--- src/rtl/pattern_writer_pkg.sv ---
// Shared constants, FSM encoding and helpers for the pattern stamper.
package pattern_writer_pkg;

  localparam int MAX_X   = 32;
  localparam int MAX_Y   = 24;
  localparam int ADDR_W  = 10;
  localparam int PAT_DIM = 8;

  typedef enum logic [1:0] {
    IDLE  = 2'd0,
    WRITE = 2'd1,
    DONE  = 2'd2
  } state_t;

  function automatic logic [6:0] popcount64(input logic [63:0] v);
    logic [6:0] n;
    n = '0;
    for (int i = 0; i < 64; i++) n = n + 7'(v[i]);
    return n;
  endfunction

endpackage

--- src/rtl/coord_wrap.sv ---
// Toroidal coordinate step: (base + offset) mod LIMIT, with base already below LIMIT.
module coord_wrap #(
  parameter int LIMIT = 32
) (
  input  logic [7:0] base,
  input  logic [2:0] offset,
  output logic [7:0] result
);

  logic [8:0] sum;

  // Repeated compare-and-subtract also covers grids narrower than the pattern.
  always_comb begin
    sum = {1'b0, base} + {6'b0, offset};
    for (int i = 0; i < 8; i++) begin
      if (32'(sum) >= LIMIT) sum = sum - 9'(LIMIT);
    end
    result = sum[7:0];
  end

endmodule

--- src/rtl/pattern_writer.sv ---
// Stamps an 8x8 pattern onto a toroidal cell grid, one registered write per cycle.
module pattern_writer #(
  parameter int MAX_X  = pattern_writer_pkg::MAX_X,
  parameter int MAX_Y  = pattern_writer_pkg::MAX_Y,
  parameter int ADDR_W = pattern_writer_pkg::ADDR_W
) (
  input  logic              clk,
  input  logic              rst,
  input  logic              start,
  input  logic              mode,
  input  logic [7:0]        cursor_x,
  input  logic [7:0]        cursor_y,
  input  logic [63:0]       pattern_mat,
  output logic              busy,
  output logic              done,
  output logic              wr_en,
  output logic [ADDR_W-1:0] wr_addr,
  output logic              wr_data,
  output logic [6:0]        set_count
);

  import pattern_writer_pkg::*;

  localparam int CELLS = PAT_DIM * PAT_DIM;

  state_t state, next_state;

  logic [5:0]  cnt, next_k;
  logic [63:0] lat_pat, src_pat;
  logic        lat_mode, src_mode;
  logic [7:0]  lat_cx, lat_cy, in_cx, in_cy, src_cx, src_cy;
  logic [7:0]  x_w, y_w;
  logic        accept;

  logic              busy_nx, done_nx, wr_en_nx, wr_data_nx;
  logic [ADDR_W-1:0] wr_addr_nx;

  assign accept = (state == IDLE) && start;
  assign in_cx  = (32'(cursor_x) >= MAX_X) ? 8'd0 : cursor_x;
  assign in_cy  = (32'(cursor_y) >= MAX_Y) ? 8'd0 : cursor_y;

  // On the accepting edge the first cell is built from the live inputs so it can be registered at once.
  assign src_pat  = accept ? pattern_mat : lat_pat;
  assign src_mode = accept ? mode        : lat_mode;
  assign src_cx   = accept ? in_cx       : lat_cx;
  assign src_cy   = accept ? in_cy       : lat_cy;
  assign next_k   = accept ? 6'd0        : cnt + 6'd1;

  coord_wrap #(.LIMIT(MAX_X)) u_wrap_x (
    .base   (src_cx),
    .offset (next_k[2:0]),
    .result (x_w)
  );

  coord_wrap #(.LIMIT(MAX_Y)) u_wrap_y (
    .base   (src_cy),
    .offset (next_k[5:3]),
    .result (y_w)
  );

  always_ff @(posedge clk) begin
    if (rst) state <= IDLE;
    else     state <= next_state;
  end

  always_comb begin
    next_state = state;
    case (state)
      IDLE:    if (start) next_state = WRITE;
      WRITE:   if (cnt == 6'(CELLS - 1)) next_state = DONE;
      DONE:    next_state = IDLE;
      default: next_state = IDLE;
    endcase
  end

  // Values the output registers take at the coming edge.
  always_comb begin
    busy_nx    = (next_state != IDLE);
    done_nx    = (next_state == DONE);
    wr_en_nx   = 1'b0;
    wr_data_nx = 1'b0;
    wr_addr_nx = '0;
    if (next_state == WRITE) begin
      wr_en_nx   = src_mode | src_pat[next_k];
      wr_data_nx = src_pat[next_k];
      wr_addr_nx = ADDR_W'(32'(y_w) * MAX_X + 32'(x_w));
    end
  end

  always_ff @(posedge clk) begin
    if (rst) begin
      cnt       <= '0;
      lat_pat   <= '0;
      lat_mode  <= 1'b0;
      lat_cx    <= '0;
      lat_cy    <= '0;
      set_count <= '0;
      busy      <= 1'b0;
      done      <= 1'b0;
      wr_en     <= 1'b0;
      wr_data   <= 1'b0;
      wr_addr   <= '0;
    end else begin
      if (accept) begin
        lat_pat   <= pattern_mat;
        lat_mode  <= mode;
        lat_cx    <= in_cx;
        lat_cy    <= in_cy;
        set_count <= popcount64(pattern_mat);
      end
      cnt     <= (next_state == WRITE) ? next_k : 6'd0;
      busy    <= busy_nx;
      done    <= done_nx;
      wr_en   <= wr_en_nx;
      wr_data <= wr_data_nx;
      wr_addr <= wr_addr_nx;
    end
  end

endmodule

--- config.mk ---
export PLATFORM = sky130hd
export DESIGN_NAME = pattern_writer
export DESIGN_NICKNAME = d
export VERILOG_FILES = /design/src/rtl/pattern_writer_pkg.sv /design/src/rtl/coord_wrap.sv /design/src/rtl/pattern_writer.sv
export SDC_FILE = /design/constraint.sdc
export NUM_CORES = 1
export LEC_CHECK = 0
export ABC_AREA = 1
export CAP_MARGIN = 40
export CORE_ASPECT_RATIO = 1.75
export CORE_MARGIN = 3
export CORE_UTILIZATION = 40
export CTS_BUF_LIST = sky130_fd_sc_hd__clkbuf_4 sky130_fd_sc_hd__clkbuf_8 sky130_fd_sc_hd__clkbuf_16
export CTS_CLUSTER_SIZE = 30
export DETAILED_ROUTE_END_ITERATION = 8
export HOLD_SLACK_MARGIN = 0.05
export PLACE_DENSITY = 0.59
export SLEW_MARGIN = 40
export SYNTH_ARGS = -nofsm -noshare
export SYNTH_HDL_FRONTEND = slang
export SYNTH_HIERARCHICAL = 1
export SYNTH_SLANG_ARGS = --single-unit
--- constraint.sdc ---
create_clock -name clk -period 14.77 [get_ports clk]
set_input_delay 3.6925 -clock clk [delete_from_list [all_inputs] [get_ports clk]]
set_output_delay 3.6925 -clock clk [all_outputs]
set_load 0.02 [all_outputs]
# --- Yosys cells after proc, flatten, opt, wreduce, memory -nomap -nowiden ---
# Index checks and enable logic that the tools add are counted.
word_totals:
  reg_bits: 110
classes:
  magnitude_cmp: 19
  mux: 28
  bitwise_logic: 2
  n_eq_ne: 4
  reduce_logical: 4
  add_sub_neg: 83
ops:
  columns: ["operator", "n"]
  rows:
  - ["7-bit by 1-bit adder with 7-bit output", 57]
  - ["9-bit two-way mux", 14]
  - ["9-bit by 5-bit >= comparator with 1-bit output (second input constant)", 8]
  - ["9-bit by 6-bit >= comparator with 1-bit output (second input constant)", 8]
  - ["64-bit two-way mux", 1]
  - ["9-bit by 5-bit subtractor with 9-bit output (second input constant)", 7]
  - ["9-bit by 6-bit subtractor with 9-bit output (second input constant)", 7]
  - ["8-bit two-way mux", 5]
  - ["8-bit by 3-bit adder with 9-bit output", 2]
  - ["10-bit by 8-bit adder with 10-bit output", 1]
  - ["8-bit by 5-bit >= comparator with 1-bit output (second input constant)", 1]
  - ["8-bit by 6-bit >= comparator with 1-bit output (second input constant)", 1]
  - ["8-bit by 6-bit subtractor with 8-bit output (second input constant)", 1]
  - ["6-bit by 1-bit adder with 7-bit output", 1]
  - ["6-bit by 7-bit less-than comparator with 1-bit output (second input constant)", 1]
  - ["5-bit by 1-bit adder with 6-bit output", 1]
  - ["6-bit by 1-bit adder with 6-bit output (second input constant)", 1]
  - ["1-bit binary-select mux with 6-bit select", 1]
  - ["6-bit == test (second input constant)", 1]
  - ["6-bit two-way mux", 1]
  - ["4-bit by 1-bit adder with 5-bit output", 1]
  - ["5-bit two-way mux", 1]
  - ["5-bit subtractor (second input constant)", 1]
  - ["3-bit by 1-bit adder with 4-bit output", 1]
  - ["other kinds (13)", 16]

# --- Depth between registers and ports, before layout ---
logic_depth:
  word_depth: 63
  mapped_depth: 65
  depth_no_buf: 65

# --- By module ---
# The synthesis kept the hierarchy.
by_module_without_submodules:
  columns: ["mod", "cells_each", "n_inst", "seq_area_each_um2", "area_each_um2"]
  rows:
  - ["pattern_writer", 832, 1, 2202.1, 6448.7]
  - ["coord_wrap (u_wrap_y)", 316, 1, 0.0, 1736.7]
  - ["coord_wrap (u_wrap_x)", 100, 1, 0.0, 643.1]

# --- Worst setup path after synthesis ---
# No wires, ideal clock.
synth_path:
  path_kind: "input to register"
  startpoint: "input start"
  endpoint: "register wr_addr[9]"
  cell_stages: 61
  setup_slack_ns: 3.493
  path_buffers: 4
  arrival_time_ns: 11.207
  t_required_ns: 14.700
  path_cell_list: "buf_4 -> nand2_2 -> buf_6 -> buf_2 -> clkbuf_1 -> nand2_1 -> nand2_1 -> ha_1 -> fa_1 -> nand2_1 -> nand2_1 -> nand3b_1 -> nand2_1 -> ha_1 -> inv_1 -> nand3_4 -> nand2_1 -> nand2_2 -> (+25 left out) -> nor2_1 -> nand2_1 -> nand2_2 -> ha_1 -> inv_1 -> nand4_2 -> nand2_1 -> nand2_1 -> inv_1 -> ha_1 -> inv_1 -> nand3_2 -> nor2_4 -> nand4_1 -> nand2_1 -> o21ai_0 -> or2_2 -> a21oi_1"
synth_between:
  elab_chain_cells: 20
  word_cells_on_any_way: 60
synth_lines:
  columns: ["item", "line_no", "text"]
  rows:
  - ["from (decl)", "pattern_writer.sv:9", "input logic start,"]
  - ["1-bit logical AND *", "pattern_writer.sv:38", "assign accept = (state == IDLE) && start;"]
  - ["8-bit two-way mux *", null, null]
  - ["named net src_cy[0]", "pattern_writer.sv:31", "logic [7:0] lat_cx, lat_cy, in_cx, in_cy, src_cx, src_cy;"]
  - ["8-bit by 3-bit adder with 9-bit output *", "coord_wrap.sv:14", "sum = {1'b0, base} + {6'b0, offset};"]
  - ["9-bit by 5-bit subtractor with 9-bit output or 9-bit by 5-bit >= comparator with 1-bit output (tied branches)", "coord_wrap.sv:16", "if (32'(sum) >= LIMIT) sum = sum - 9'(LIMIT);"]
  - ["9-bit two-way mux *", "coord_wrap.sv:16", null]
  - ["9-bit by 5-bit subtractor with 9-bit output or 9-bit by 5-bit >= comparator with 1-bit output (tied branches)", "coord_wrap.sv:16", null]
  - ["9-bit two-way mux *", "coord_wrap.sv:16", null]
  - ["(+6 left out)", null, null]
  - ["9-bit by 5-bit subtractor with 9-bit output or 9-bit by 5-bit >= comparator with 1-bit output (tied branches)", "coord_wrap.sv:16", null]
  - ["9-bit two-way mux *", "coord_wrap.sv:16", null]
  - ["9-bit by 5-bit subtractor with 9-bit output or 9-bit by 5-bit >= comparator with 1-bit output (tied branches)", "coord_wrap.sv:16", null]
  - ["9-bit two-way mux *", "coord_wrap.sv:16", null]
  - ["9-bit by 5-bit >= comparator with 1-bit output or 5-bit subtractor (tied branches)", "coord_wrap.sv:16", null]
  - ["5-bit two-way mux *", "coord_wrap.sv:16", null]
  - ["named net y_w[3]", "pattern_writer.sv:32", "logic [7:0] x_w, y_w;"]
  - ["10-bit by 8-bit adder with 10-bit output *", "pattern_writer.sv:86", "wr_addr_nx = ADDR_W'(32'(y_w) * MAX_X + 32'(x_w));"]
  - ["to (signal assigned)", "pattern_writer.sv:116", "wr_addr <= wr_addr_nx;"]
  - ["to (decl)", "pattern_writer.sv:17", "output logic [ADDR_W-1:0] wr_addr,"]
# Mark *: on every way through the listed nets, which the timed path passes. The rest lies on a longest branch.
# A chain may end at the register's enable or synchronous reset.

# --- Worst setup path in the final report ---
layout_path:
  startpoint: "input start"
  endpoint: "register wr_addr[9]"
layout_between:
  elab_chain_cells: 20
  word_cells_on_any_way: 60
layout_lines:
  columns: ["item", "line_no", "text"]
  rows:
  - ["1-bit logical AND *", "pattern_writer.sv:38", null]
  - ["6-bit two-way mux *", "pattern_writer.sv:47", "assign next_k = accept ? 6'd0 : cnt + 6'd1;"]
  - ["named net next_k[3]", "pattern_writer.sv:28", "logic [5:0] cnt, next_k;"]
  - ["8-bit by 3-bit adder with 9-bit output *", "coord_wrap.sv:14", null]
  - ["9-bit by 5-bit subtractor with 9-bit output or 9-bit by 5-bit >= comparator with 1-bit output (tied branches)", "coord_wrap.sv:16", null]
  - ["9-bit two-way mux *", "coord_wrap.sv:16", null]
  - ["9-bit by 5-bit subtractor with 9-bit output or 9-bit by 5-bit >= comparator with 1-bit output (tied branches)", "coord_wrap.sv:16", null]
  - ["9-bit two-way mux *", "coord_wrap.sv:16", null]
  - ["(+6 left out)", null, null]
  - ["9-bit by 5-bit subtractor with 9-bit output or 9-bit by 5-bit >= comparator with 1-bit output (tied branches)", "coord_wrap.sv:16", null]
  - ["9-bit two-way mux *", "coord_wrap.sv:16", null]
  - ["9-bit by 5-bit subtractor with 9-bit output or 9-bit by 5-bit >= comparator with 1-bit output (tied branches)", "coord_wrap.sv:16", null]
  - ["9-bit two-way mux *", "coord_wrap.sv:16", null]
  - ["9-bit by 5-bit >= comparator with 1-bit output or 5-bit subtractor (tied branches)", "coord_wrap.sv:16", null]
  - ["5-bit two-way mux *", "coord_wrap.sv:16", null]
  - ["named net y_w[3]", "pattern_writer.sv:32", null]
  - ["10-bit by 8-bit adder with 10-bit output *", "pattern_writer.sv:86", null]
# Marks and branches as above.

==> impl_results.md <==
- Setup TNS: 0 ns
- CP endpoint kind: flop
- Mapped Nets: 1411
- Max IR drop VDD: 0.628 mV
- Clock sinks: 110
- Delay-heaviest family, CP: simple AND/OR/NAND/NOR gates
- Final hold viol count: 0
- Pwr dens: 191 nW/um^2
- Largest net degree at the start of global routing: 83
- Final-stage net count: 1492
- N_diodes: 0
- DR vias: 7893
- Synthesized area per cell: 7.10 um^2
- Worst-Margin Slew: 0.815 ns
- Rows: 71
- Final worst path period need: 12.34 ns
- Outcome: completed
- Commonest non-fill, non-tap cells in the layout: 264 x nand2_1, 210 x inv_1, 137 x nand3_1, 110 x dfxtp_1, 103 x clkdlybuf4s50_1
- Hold_buf cts: 0
- Initial core utilization: 0.408
- GRT Total Usage: 0.204
- Worst path slowest cell: clkdlybuf4s50_1
- Synth Instances: 1235
- CP Data Required Time: 15.06 ns
- Pleak: 0.00508 uW
- Final setup vio count: 0
- Vias in the first global route: 7716
- Routed wire length: 24.1 mm
- Synth-to-Final Area Change: 18.2%
- Filler cell count in the final layout: 2226
- Core Box Area: 21500 um^2
- Critical path arrival: 12.63 ns
- CP max FO: 33
- DP HPWL: 19.7 mm
- Io pins: 105
- Final Slew Violations: 0
- CTS tree: built
- TritonRoute pass-1 iters: 5
- Clock root cell: clkbuf_16
- ANT nets after route: 0
- First-pass GRT wire length: 38.7 mm
- Cells after DPL: 1596
- Final Cycle Share: 0.836
- Post-Syn Area: 8770 um^2
- WL/cell: 15.0 um
- GRT overflow: 0
- Post-CTS setup buffers: 0
- Number of H-tree levels: 3
- Yosys warnings: 6
- Max Freq: 0.0810 GHz
- Commonest non-fill, non-tap cell in the layout: nand2_1
- Setup Skew: 0.00874 ns
- DIE AREA: 23800 um^2
- Clock Latency Late Sink: 0.36 ns
- WP buf/inv: 11
- Vias per inst: 4.89
- HP Class: flop to flop
- Clock buffer depth: 2
- Ratio of cells with drive above 1 in the final layout: 0.0961
- Rel. slew slack: 0.457
- GP Congestion: 0.885
- Number of gates resized after CTS: 0
- Clock Pin Slew Worst Setup and Hold Paths: 0.08 ns
- Max_cap viols: 0
- CP Launch Type: input pin
- DIE WIDTH: 118 um
- Setup CP Type: input pin to flop
- Worst path most repeated cell: nand2_1
- DRC Markers: 0
- Unrepaired setup endpoints after global routing: no
- Initial antenna violation count: 0
- Max incr delay on CP: 0.46 ns
- Die Height: 202 um
- Port-buffer cells: 104
- Finished Layout Cells: 1613
- Iter 0 DRT Violations: 424
- Num CTS Buffers: 9
==> where the power goes <==
part / switching [uW] / total (uW) / internal [uW] / leakage, uW
clock network: 120 / 261 / 141 / 0.000156
registers: 10.6 / 333 / 322 / 0.000903
logic: 792 / 1390 / 594 / 0.00402
total: 922 / 1980 / 1060 / 0.00508
==> through the flow <==
stage / total power [uW] / hold WS (ns) / util / worst slack (ns) / cell area, um^2
floorplan: 1430 / 0.421 / - / 3.56 / 8770
detailed placement: 1740 / 0.436 / 0.466 / 1.98 / 10000
CTS: 2010 / 0.449 / 0.481 / 2.35 / 10300
global placement: 1730 / 0.430 / 0.466 / 2.34 / 10000
global route: 2230 / 0.485 / 0.482 / 1.58 / 10400
finish: 1980 / 0.447 / 0.482 / 2.43 / 10400
==> layout make-up <==
cell class                      count  area (um^2)  area share
Inverter                          220          836      0.0806
Tap cell                          292          365      0.0352
Sequential cell                   110         2200       0.212
Timing Repair Buffer              110         1100       0.107
Clock inverter                      5         63.8     0.00615
Clock buffer                       11          246      0.0238
Multi-Input combinational cell    865         5550       0.535
==> worst register-to-register path: cells and delay by family, from the launching register on <==
kind | cells | cell delay, ns
AO/OA/AOI/OAI | 3 | 0.40
adder cells (fa/ha/maj) | 10 | 2.47
buffers and inverters | 9 | 1.22
flip-flops | 1 | 0.37
AND/OR/NAND/NOR | 36 | 4.67
==> flip-flops by register name (all words and copies together), names as in the netlist <==
| register | cells |
|---|---|
| lat_cx | 8 |
| cnt | 6 |
| wr_data | 1 |
| lat_cy | 8 |
| done | 1 |
| lat_mode | 1 |
| wr_addr | 10 |
| busy | 1 |
| state | 2 |
| wr_en | 1 |
| set_count | 7 |
| lat_pat | 64 |
==> path summary, 6_finish.rpt <==
kind | cells past startpoint | from | endpoint | slack [ns]
max | 59 | start | wr_addr[9]$_SDFF_PP0_ | 2.43
min | 2 | lat_cy[5]$_SDFF_PP0_ | lat_cy[5]$_SDFF_PP0_ | 0.45
max reg2reg | 58 | state[1]$_SDFF_PP0_ | wr_addr[9]$_SDFF_PP0_ | 5.61
min reg2reg | 2 | lat_cy[5]$_SDFF_PP0_ | lat_cy[5]$_SDFF_PP0_ | 0.45
==> per-layer routing <==
| layer | up-vias | wire length, um | GRT usage |
|---|---|---|---|
| met5 | - | 0 | 0 |
| met4 | 0 | 937 | 0.0872 |
| met3 | 41 | 530 | 0.0196 |
| met2 | 128 | 14000 | 0.416 |
| met1 | 3680 | 8700 | 0.206 |
| li1 | 4044 | - | - |
No activity file was read; power rests on OpenSTA's default activity.
